--- src/rtl/gb_cart_pkg.sv ---
// rtl/gb_cart_pkg.sv - shared types and constants for the cartridge bank controller
`timescale 1ns/1ps
package gb_cart_pkg;

    typedef enum logic [1:0] {
        ST_IDLE   = 2'd0,
        ST_READ   = 2'd1,
        ST_WRITE  = 2'd2,
        ST_COMMIT = 2'd3
    } state_t;

    // Register regions: 3-bit codes compare against A[15:13], 4-bit codes against A[15:12]
    localparam logic [2:0] REG_RAMEN    = 3'b000;
    localparam logic [3:0] REG_ROMLO    = 4'h2;
    localparam logic [3:0] REG_ROMHI    = 4'h3;
    localparam logic [2:0] REG_RAMBANK  = 3'b010;
    localparam logic [2:0] RAM_BASE     = 3'b101;

    localparam logic [3:0] RAM_EN_MAGIC = 4'hA;

    localparam logic [8:0] ROM_BANK_RST = 9'd1;
    localparam logic [7:0] RAM_BANK_RST = 8'd0;

    // A cart RAM cycle needs the A000-BFFF window, chip select and the enable latch
    function automatic logic ram_hit(input logic [15:0] a, input logic ncs, input logic en);
        return (a[15:13] == RAM_BASE) && !ncs && en;
    endfunction

endpackage

--- src/rtl/gb_mbc_ctrl_if.sv ---
// rtl/gb_mbc_ctrl_if.sv - memory-side bus between bank controller and ROM/RAM arrays
`timescale 1ns/1ps
interface gb_mbc_ctrl_if #(
    parameter int ROM_BANK_BITS = 9,
    parameter int RAM_BANK_BITS = 4
);
    logic [ROM_BANK_BITS+13:0] rom_addr;
    logic                      rom_rd;
    logic [7:0]                rom_rdata;
    logic [RAM_BANK_BITS+12:0] ram_addr;
    logic                      ram_rd;
    logic                      ram_wr;
    logic [7:0]                ram_wdata;
    logic [7:0]                ram_rdata;

    modport master (
        output rom_addr, rom_rd, ram_addr, ram_rd, ram_wr, ram_wdata,
        input  rom_rdata, ram_rdata
    );

    modport slave (
        input  rom_addr, rom_rd, ram_addr, ram_rd, ram_wr, ram_wdata,
        output rom_rdata, ram_rdata
    );
endinterface

--- src/rtl/gb_sync.sv ---
// rtl/gb_sync.sv - multi-stage flop synchroniser for asynchronous cartridge pins
`timescale 1ns/1ps
module gb_sync #(
    parameter int               WIDTH   = 1,
    parameter int               STAGES  = 2,
    parameter logic [WIDTH-1:0] RST_VAL = '0
) (
    input  logic             clk,
    input  logic             rst,
    input  logic [WIDTH-1:0] d,
    output logic [WIDTH-1:0] q
);
    logic [WIDTH-1:0] stage [STAGES];

    // Shift pins through STAGES flops; reset parks strobes at their idle level
    always_ff @(posedge clk) begin
        if (rst) begin
            for (int i = 0; i < STAGES; i++) stage[i] <= RST_VAL;
        end else begin
            stage[0] <= d;
            for (int i = 1; i < STAGES; i++) stage[i] <= stage[i-1];
        end
    end

    assign q = stage[STAGES-1];
endmodule

--- src/rtl/gb_mbc_ctrl.sv ---
// rtl/gb_mbc_ctrl.sv - MBC5-style bank controller and cartridge bus-cycle sequencer
`timescale 1ns/1ps
import gb_cart_pkg::*;
module gb_mbc_ctrl #(
    parameter int ROM_BANK_BITS = 9,
    parameter int RAM_BANK_BITS = 4,
    parameter int SYNC_STAGES   = 2
) (
    input  logic                 clk,
    input  logic                 rst,
    input  logic [15:0]          address,
    input  logic [7:0]           data_in,
    input  logic                 nWR,
    input  logic                 nRD,
    input  logic                 nCS,
    gb_mbc_ctrl_if.master        mem,
    output logic [7:0]           data_out,
    output logic                 data_oe
);
    logic [15:0] addr_s;
    logic [7:0]  data_s;
    logic        nrd_s, nwr_s, ncs_s;

    // One synchroniser for every pin keeps address, data and strobes aligned
    gb_sync #(
        .WIDTH   (27),
        .STAGES  (SYNC_STAGES),
        .RST_VAL ({24'h0, 3'b111})
    ) u_sync (
        .clk (clk),
        .rst (rst),
        .d   ({address, data_in, nRD, nWR, nCS}),
        .q   ({addr_s, data_s, nrd_s, nwr_s, ncs_s})
    );

    state_t                   state, state_n;
    logic                     rd_go, wr_cap, wr_commit;
    logic [15:0]              rd_addr, wr_addr;
    logic [7:0]               wr_data;
    logic                     wr_ncs;
    logic [8:0]               rom_bank;
    logic [RAM_BANK_BITS-1:0] ram_bank;
    logic                     ram_en;
    logic                     rd_pend, rd_src_ram;
    logic                     rd_rom, rd_ram;
    logic [ROM_BANK_BITS-1:0] rd_bank;

    assign rd_rom  = !addr_s[15];
    assign rd_ram  = ram_hit(addr_s, ncs_s, ram_en);
    assign rd_bank = addr_s[14] ? rom_bank[ROM_BANK_BITS-1:0] : '0;

    // Bus-cycle state register
    always_ff @(posedge clk) begin
        if (rst) state <= ST_IDLE;
        else     state <= state_n;
    end

    // Next state; write has priority over read whenever nWR is low
    always_comb begin
        state_n   = state;
        rd_go     = 1'b0;
        wr_cap    = 1'b0;
        wr_commit = 1'b0;
        case (state)
            ST_IDLE: begin
                if (!nwr_s) begin
                    state_n = ST_WRITE;
                    wr_cap  = 1'b1;
                end else if (!nrd_s) begin
                    state_n = ST_READ;
                    rd_go   = 1'b1;
                end
            end
            ST_READ: begin
                if (!nwr_s) begin
                    state_n = ST_WRITE;
                    wr_cap  = 1'b1;
                end else if (nrd_s) begin
                    state_n = ST_IDLE;
                end else if (addr_s != rd_addr) begin
                    rd_go = 1'b1;
                end
            end
            ST_WRITE: begin
                if (nwr_s) begin
                    state_n   = ST_COMMIT;
                    wr_commit = 1'b1;
                end else begin
                    wr_cap = 1'b1;
                end
            end
            ST_COMMIT: state_n = ST_IDLE;
            default:   state_n = ST_IDLE;
        endcase
    end

    // Strobes, bank registers, write capture and the pin-side read data path.
    // The commit is registered on the WRITE->COMMIT edge so ram_wr is high during COMMIT.
    always_ff @(posedge clk) begin
        if (rst) begin
            mem.rom_addr  <= '0;
            mem.rom_rd    <= 1'b0;
            mem.ram_addr  <= '0;
            mem.ram_rd    <= 1'b0;
            mem.ram_wr    <= 1'b0;
            mem.ram_wdata <= '0;
            rd_addr       <= '0;
            wr_addr       <= '0;
            wr_data       <= '0;
            wr_ncs        <= 1'b1;
            rom_bank      <= ROM_BANK_RST;
            ram_bank      <= RAM_BANK_RST[RAM_BANK_BITS-1:0];
            ram_en        <= 1'b0;
            rd_pend       <= 1'b0;
            rd_src_ram    <= 1'b0;
            data_out      <= '0;
            data_oe       <= 1'b0;
        end else begin
            mem.rom_rd <= 1'b0;
            mem.ram_rd <= 1'b0;
            mem.ram_wr <= 1'b0;
            rd_pend    <= mem.rom_rd | mem.ram_rd;
            rd_src_ram <= mem.ram_rd;

            if (rd_go) begin
                rd_addr    <= addr_s;
                mem.rom_rd <= rd_rom;
                mem.ram_rd <= rd_ram;
                if (rd_rom) mem.rom_addr <= {rd_bank, addr_s[13:0]};
                if (rd_ram) mem.ram_addr <= {ram_bank, addr_s[12:0]};
            end

            if (wr_cap) begin
                wr_addr <= addr_s;
                wr_data <= data_s;
                wr_ncs  <= ncs_s;
            end

            if (wr_commit) begin
                if (!wr_addr[15]) begin
                    if (wr_addr[15:13] == REG_RAMEN)
                        ram_en <= (wr_data[3:0] == RAM_EN_MAGIC);
                    else if (wr_addr[15:12] == REG_ROMLO)
                        rom_bank[7:0] <= wr_data;
                    else if (wr_addr[15:12] == REG_ROMHI && ROM_BANK_BITS >= 9)
                        rom_bank[8] <= wr_data[0];
                    else if (wr_addr[15:13] == REG_RAMBANK)
                        ram_bank <= wr_data[RAM_BANK_BITS-1:0];
                end else if (ram_hit(wr_addr, wr_ncs, ram_en)) begin
                    mem.ram_wr    <= 1'b1;
                    mem.ram_addr  <= {ram_bank, wr_addr[12:0]};
                    mem.ram_wdata <= wr_data;
                end
            end

            if (state_n != ST_READ) begin
                data_oe <= 1'b0;
            end else if (rd_go && !(rd_rom || rd_ram)) begin
                data_oe <= 1'b0;
            end else if (rd_pend) begin
                data_out <= rd_src_ram ? mem.ram_rdata : mem.rom_rdata;
                data_oe  <= 1'b1;
            end
        end
    end
endmodule

--- src/flat_wrapper.sv ---
// flat-port wrapper written by rule: the top's interface ports become plain ports
module gb_mbc_ctrl_flat 
#(
    parameter int ROM_BANK_BITS = 9,
    parameter int RAM_BANK_BITS = 4,
    parameter int SYNC_STAGES   = 2
)
  (clk, rst, address, data_in, nWR, nRD, nCS, data_out, data_oe, mem_rom_addr, mem_rom_rd, mem_ram_addr, mem_ram_rd, mem_ram_wr, mem_ram_wdata, mem_rom_rdata, mem_ram_rdata);
  gb_mbc_ctrl_if #(.ROM_BANK_BITS(ROM_BANK_BITS), .RAM_BANK_BITS(RAM_BANK_BITS)) mem_i ();
  input  logic clk;
  input  logic rst;
  input  logic [15:0] address;
  input  logic [7:0] data_in;
  input  logic nWR;
  input  logic nRD;
  input  logic nCS;
  output logic [7:0] data_out;
  output logic data_oe;
  output wire logic [$bits(mem_i.rom_addr)-1:0] mem_rom_addr;
  output wire logic [$bits(mem_i.rom_rd)-1:0] mem_rom_rd;
  output wire logic [$bits(mem_i.ram_addr)-1:0] mem_ram_addr;
  output wire logic [$bits(mem_i.ram_rd)-1:0] mem_ram_rd;
  output wire logic [$bits(mem_i.ram_wr)-1:0] mem_ram_wr;
  output wire logic [$bits(mem_i.ram_wdata)-1:0] mem_ram_wdata;
  input wire logic [$bits(mem_i.rom_rdata)-1:0] mem_rom_rdata;
  input wire logic [$bits(mem_i.ram_rdata)-1:0] mem_ram_rdata;
  assign mem_rom_addr = mem_i.rom_addr;
  assign mem_rom_rd = mem_i.rom_rd;
  assign mem_ram_addr = mem_i.ram_addr;
  assign mem_ram_rd = mem_i.ram_rd;
  assign mem_ram_wr = mem_i.ram_wr;
  assign mem_ram_wdata = mem_i.ram_wdata;
  assign mem_i.rom_rdata = mem_rom_rdata;
  assign mem_i.ram_rdata = mem_ram_rdata;
  gb_mbc_ctrl #(.ROM_BANK_BITS(ROM_BANK_BITS), .RAM_BANK_BITS(RAM_BANK_BITS), .SYNC_STAGES(SYNC_STAGES)) u_core (.clk(clk), .rst(rst), .address(address), .data_in(data_in), .nWR(nWR), .nRD(nRD), .nCS(nCS), .mem(mem_i), .data_out(data_out), .data_oe(data_oe));
endmodule
--- config.mk ---
export PLATFORM = sky130hd
export DESIGN_NAME = gb_mbc_ctrl_flat
export DESIGN_NICKNAME = d
export VERILOG_FILES = /design/src/rtl/gb_cart_pkg.sv /design/src/rtl/gb_mbc_ctrl_if.sv /design/src/rtl/gb_sync.sv /design/src/rtl/gb_mbc_ctrl.sv /design/src/flat_wrapper.sv
export SDC_FILE = /design/constraint.sdc
export NUM_CORES = 1
export LEC_CHECK = 0
export ABC_AREA = 1
export CAP_MARGIN = 20
export CORE_MARGIN = 3
export CORE_UTILIZATION = 53
export DETAILED_ROUTE_END_ITERATION = 7
export DONT_BUFFER_PORTS = 1
export PLACE_DENSITY = 0.71
export SLEW_MARGIN = 20
export SYNTH_ARGS = -nofsm -noshare
export SYNTH_HDL_FRONTEND = slang
export SYNTH_SLANG_ARGS = --single-unit
--- constraint.sdc ---
create_clock -name clk -period 1.8 [get_ports clk]
set_clock_uncertainty 0.15 [all_clocks]
set_input_delay 0.18 -clock clk [delete_from_list [all_inputs] [get_ports clk]]
set_output_delay 0.18 -clock clk [all_outputs]
set_load 0.02 [all_outputs]
* Yosys cells after proc, flatten, opt, wreduce, memory -nomap -nowiden
Memory sizes are Yosys's and may differ from the RTL's.
Cells that the tools add are included.
** Word-level totals
- Bits in registers :: 119
- Bits in latches :: 0
- Memory bits (writable) :: 54
- Memory bits (read-only) :: 0
- Bits of input ports :: 45
- Output and inout bits :: 60
- Word-level logic and storage cells :: 95
- Memories kept :: 1
** Memories
- u_core.u_sync.stage :: depth 2, bits a word 27, rd ports 2, clocked after memory_dff 0, wr ports 2, RTL line gb_sync.sv:13 : logic [WIDTH-1:0] stage [STAGES];
** Operators by class
- Add/subtract/negate cells :: 0
- Multipliers :: 0
- Divide/modulo/power cells :: 0
- Magnitude comparators :: 0
- Eq/ne operators :: 11
- Shift-type cells :: 0
- Muxes and demuxes :: 29
- Bitwise operators :: 12
- Reduce and logical (&&, ||, !) cells :: 23
** Operators by type and width (number)
- two-way mux 17 bit :: 5
- two-way mux 27 bit :: 2
- != test 16 bit :: 1
- two-way mux 1 bit :: 13
- two-way mux 2 bit :: 5
- two-way mux 9 bit :: 1
- inverter 1 bit :: 9
- AND reduction 3 bit :: 3
- OR reduction 3 bit :: 3
- equality test 4 x 2 -> 1 bit (second input constant) :: 2
- two-way mux 8 bit :: 1
- one-hot mux 2 bit (4 select lines) :: 1
- equality test 3 bit (second input constant) :: 2
- AND reduction 6 bit :: 1
- logical AND 1 bit :: 5
- AND reduction 5 bit :: 1
- equality test 2 bit (second input constant) :: 2
- equality test 4 bit (second input constant) :: 1
- zero test 1 bit :: 4
- AND reduction 4 bit :: 1
- equality test 3 x 2 -> 1 bit (second input constant) :: 1
- zero test 3 bit :: 1
- bitwise OR 1 bit :: 3
- equality test 2 x 1 -> 1 bit (second input constant) :: 1
- 6 further kinds :: 6

* Depth between registers and ports, before layout
- Depth in word-level cells :: 9
- Gate-level depth with buffers :: 13
- Gate-level depth less buffers :: 12

* By module
A second synthesis with hierarchy kept.
** Second synthesis, totals
- Cells, all modules :: 904
- Area, all modules :: 6866.6 um^2
** Modules (own cells, without submodules)
- gb_mbc_ctrl :: instances 1, cells an instance 709, area each 5136.2 um^2
- gb_sync :: instances 1, cells an instance 195, area each 1730.4 um^2

* Worst setup path before layout
No wires, ideal clock.
- Path kind :: register to register
- Start point :: memory u_core.u_sync.stage[1][20], in the netlist u_core.u_sync.stage[0][47]
- End point :: register u_core.mem.rom_addr[12]
- Arrival :: 1420 ps
- Setup slack :: 108 ps
- Stages on the path, launching flop included :: 13
- Path through :: dfxtp_1 > inv_2 > nand2_1 > nand2_1 > nor2_1 > nand2_1 > nor2_1 > nand3_4 > nand2_4 > inv_2 > nand3_2 > buf_2 > o21ai_0
** RTL lines
- start, declared :: RTL line gb_sync.sv:13
- end signal, assigned :: RTL line gb_mbc_ctrl.sv:129 : if (rd_rom) mem.rom_addr <= {rd_bank, addr_s[13:0]};
- end, declared :: RTL line gb_mbc_ctrl_if.sv:17 : output rom_addr, rom_rd, ram_addr, ram_rd, ram_wr, ram_wdata,

==> impl_metrics.csv <==
group,metric,value,unit
critical_path,r2r_slack,-50,ps
critical_path,critPathSlowestCell,"dfxtp_1",
status,violations,"setup timing",
critical_path,required,1960,ps
global_route,track_usage,23.06,%
critical_path,path_delay_family,"buffers and inverters",
critical_path,cp_max_fo,20,
sta,hold_violations,0,
global_route,overflow,0,
critical_path,timing.rr.start,"u_core.u_sync.stage[0][28]",
logic_synthesis,synth_fp_nets,922,
critical_path,cp_num_buf_inv,3,
sta,hold_slack,244.0,ps
layout,mostFrequentLayoutCells,"152 x dfxtp_1, 139 x inv_1, 118 x nand2_1",
critical_path,worstPathArrival,2010,ps
sta,postLayoutSetupSlackWorst,-45.95,ps
placed_design,gp_congestion,0.8359,
layout,final_common_cell,"dfxtp_1",
worst_hold_path,min_to,"u_core.u_sync.stage[0][51]",
logic_synthesis,ys_seq_area_share,52.14,%
worst_hold_path,holdPathStages,2,
floorplanning,die_area,13910,µm²
drt,drt-vias-per-instance,5.167,
sta,finalCritPeriodShare,102.6,%
cts,cts_tree,"yes",
placed_design,io_buffers,0,
cts,cts.sinks,173,
cts,clk_pin_slew_worst_paths,60,ps
power_and_ir_drop,power.density,987.5,nW/µm²
logic_synthesis,synth_cell_type_count,30,
critical_path,worstSetupPathDepth,7,
floorplanning,die_y,118.0,µm
global_route,grt_antenna_before_repair,1,
logic_synthesis,yosys_warnings,0,
critical_path,crit_top_cell,"buf_4",
sta,finalMaxSlewViolations,0,
floorplanning,die_x,118.0,µm
layout,multiInputGateArea,2659,µm²
layout,layout.cells.non_filler,1124,
worst_hold_path,hp-class,"flip-flop to flip-flop",
floorplanning,ioPinCount,105,
drt,routedWlPerCell,15.03,µm
sta,fmax,0.5417,GHz
cts,clockBufferDepth,2,
sta,rsz0062_at_grt,"true",
worst_hold_path,holdCritStartpoint,"u_core.u_sync.stage[0][24]",
critical_path,crit_chain,"inv_1 > nor3_2 > buf_4 > buf_4 > nand3_4 > nor2_1 > nor2_2",
drt,drt-initial-drc-count,519,
logic_synthesis,syn_inst,877,
drt,first_pass_iters,5,
cts,worstSkewPairLatency,420,ps
critical_path,crit_type,"flip-flop to flip-flop",
layout,fin_area,8429,µm²
layout,area_growth,26.90,%
floorplanning,start_util,54.85,%
logic_synthesis,synth_area,6643,µm²
power_and_ir_drop,p_leak,0.003834,µW
power_and_ir_drop,vdd_ir_drop_max,0.6828,mV
critical_path,reg2regPathDepth,7,
global_route,grt_pass1_wl,25990,µm
drt,drc,0,
critical_path,worstReg2RegEnd,"u_core.data_out[2]",
sta,timing.setup.tns,-138.3,ps
cts,cts_root_buffer,"clkbuf_16",
layout,drive_gt1_share,18.12,%
sta,worst_pin_slew,380.1,ps
drt,wl,16900,µm
placed_design,dp.cells,1036,
cts,htree_levels,4,
status,outcome,"finished, violations left",
cts,cts_buffers,17,
layout,regArea,3490,µm²
critical_path,worstSetupEndpointType,"flip-flop",
layout,fillCellCount,957,
placed_design,placed_area,6960,µm²
floorplanning,fp-row-count,40,
placed_design,dpl.hpwl,10070,µm
drt,vias,5808,
flow_run,maxCapViolations,0,
sta,min_period,1846,ps
logic_synthesis,syn_area_per_cell,7.574,µm²
critical_path,crit_path_start_kind,"flip-flop",
floorplanning,core_area,12110,µm²
logic_synthesis,synth-seq-cells,173,
layout,fin_util,69.60,%
drt,drtAntennaViolNets,0,
critical_path,critPathMaxStageDelay,380,ps
global_route,grt_pass1_vias,5262,
global_route,grt_max_degree,75,
sta,setup_viol,12,
layout,final_nets,987,
sta,slew_headroom,74.63,%
## Yosys cell counts
cell type / n / area [µm²]
o21ai_1: 2 / 10.01
nor3_2: 2 / 20.02
nand4_1: 2 / 12.51
dfxtp_1: 173 / 3463
nand3_1: 78 / 390.4
clkbuf_1: 27 / 101.4
xor2_1: 2 / 17.52
nor4_2: 1 / 12.51
o211ai_1: 4 / 30.03
nor3_1: 4 / 20.02
a21oi_2: 1 / 8.760
buf_1: 4 / 15.01
mux2_2: 8 / 90.09
nand2_1: 134 / 503.0
or2_2: 6 / 37.54
nor4_1: 1 / 6.260
o21ai_0: 109 / 545.5
o31ai_1: 1 / 7.510
nand3_2: 1 / 10.01
nand2_2: 1 / 6.260
inv_2: 5 / 18.77
a21oi_1: 46 / 230.2
a41oi_1: 1 / 8.760
a211oi_1: 2 / 15.01
nor2_1: 97 / 364.1
buf_2: 11 / 55.05
nand3_4: 2 / 35.03
inv_1: 147 / 551.8
buf_6: 3 / 33.78
nand2_4: 2 / 22.52
## worst min-delay path, delay by kind of cell, from the launching register on
family | cells | cell delay [ps]
buffers and inverters | 1 | 40
and+or+nand+nor | 1 | 30
DFF | 1 | 290
## timing repair
item | CTS | global route
endpoints found under the setup margin | 16 | 109
gates cloned | 1 | 5
gates resized for setup | 4 | 103
hold buffers | 45 | 0
buffers inserted | 0 | 4
endpoints found under the hold margin | 104 | 0
pin swaps | 1 | 30
## through the flow
step	total power (µW)	setup WS, ps
finish	8324	-45.95
global route	8624	-171.3
CTS	8323	5.655
detailed placement	4478	-9.487
global placement	4462	29.54
floorplan	4374	107.8
## power by group
group	total (µW)	leakage (µW)	switching [µW]	internal, µW
Combinational	568	0.00212	331	237
Sequential	4020	0.00142	68.5	3950
Clock	3740	0.000296	1450	2290
Total	8320	0.00383	1850	6470
## metal layers
metal | global-route usage [%] | vias up | wire (µm) | share of wire [%]
li1 | - | 2892 | - | -
met1 | 29.48 | 2639 | 7009 | 41
met2 | 36.83 | 236 | 8119 | 48
met3 | 5.911 | 41 | 1279 | 7.6
met4 | 10.33 | 0 | 488 | 2.9
met5 | 0 | - | 0 | 0
## final cells by class
class,instances,share of cell area [%]
inverter,152,6.858
tap,168,2.494
clock buffer,22,5.626
timing repair buffer,87,10.42
antenna,1,0.02969
sequential,173,41.40
multi-input combinational,511,31.54
clock inverter,10,1.633
## worst max-delay path by stage
| stage | to | slack [ps] | start |
|---|---|---|---|
| floorplan | u_core.mem.rom_addr[12] | 110 | u_core.u_sync.stage[0][47] |
| global placement | u_core.rd_addr[15] | 30 | u_core.u_sync.stage[0][41] |
| detailed placement | u_core.mem.rom_addr[19] | -9 | u_core.u_sync.stage[0][50] |
| CTS | u_core.mem.rom_addr[9] | 6 | u_core.u_sync.stage[0][51] |
| global route | u_core.mem.ram_addr[14] | -170 | u_core.rd_addr[13] |
| finish | u_core.data_out[2] | -50 | u_core.u_sync.stage[0][28] |
## cell families after synthesis
logic type | after synthesis | share of synthesized area [%]
xor gates and xnor gates | 2 | 0.2638
and+or+nand+nor | 331 | 21.68
AOI/OAI and AO/OA | 166 | 12.88
muxes | 8 | 1.356
buffers and inverters | 197 | 11.68
DFF | 173 | 52.14
## registers in the layout (all words and copies together), names as in the netlist
name                  count
u_core.state              2
u_core.u_sync.stage      54
u_core.mem.rom_addr      23
u_core.mem.ram_rd         1
u_core.rd_src_ram         1
u_core.mem.rom_rd         1
u_core.ram_en             1
u_core.wr_addr           16
u_core.ram_bank           4
u_core.rd_pend            1
u_core.mem.ram_addr      17
u_core.mem.ram_wdata      8
u_core.rom_bank           9
u_core.data_oe            1
u_core.wr_data            8
u_core.mem.ram_wr         1
u_core.wr_ncs             1
u_core.data_out           8
u_core.rd_addr           16
Power figures use the tool's default switching activity.
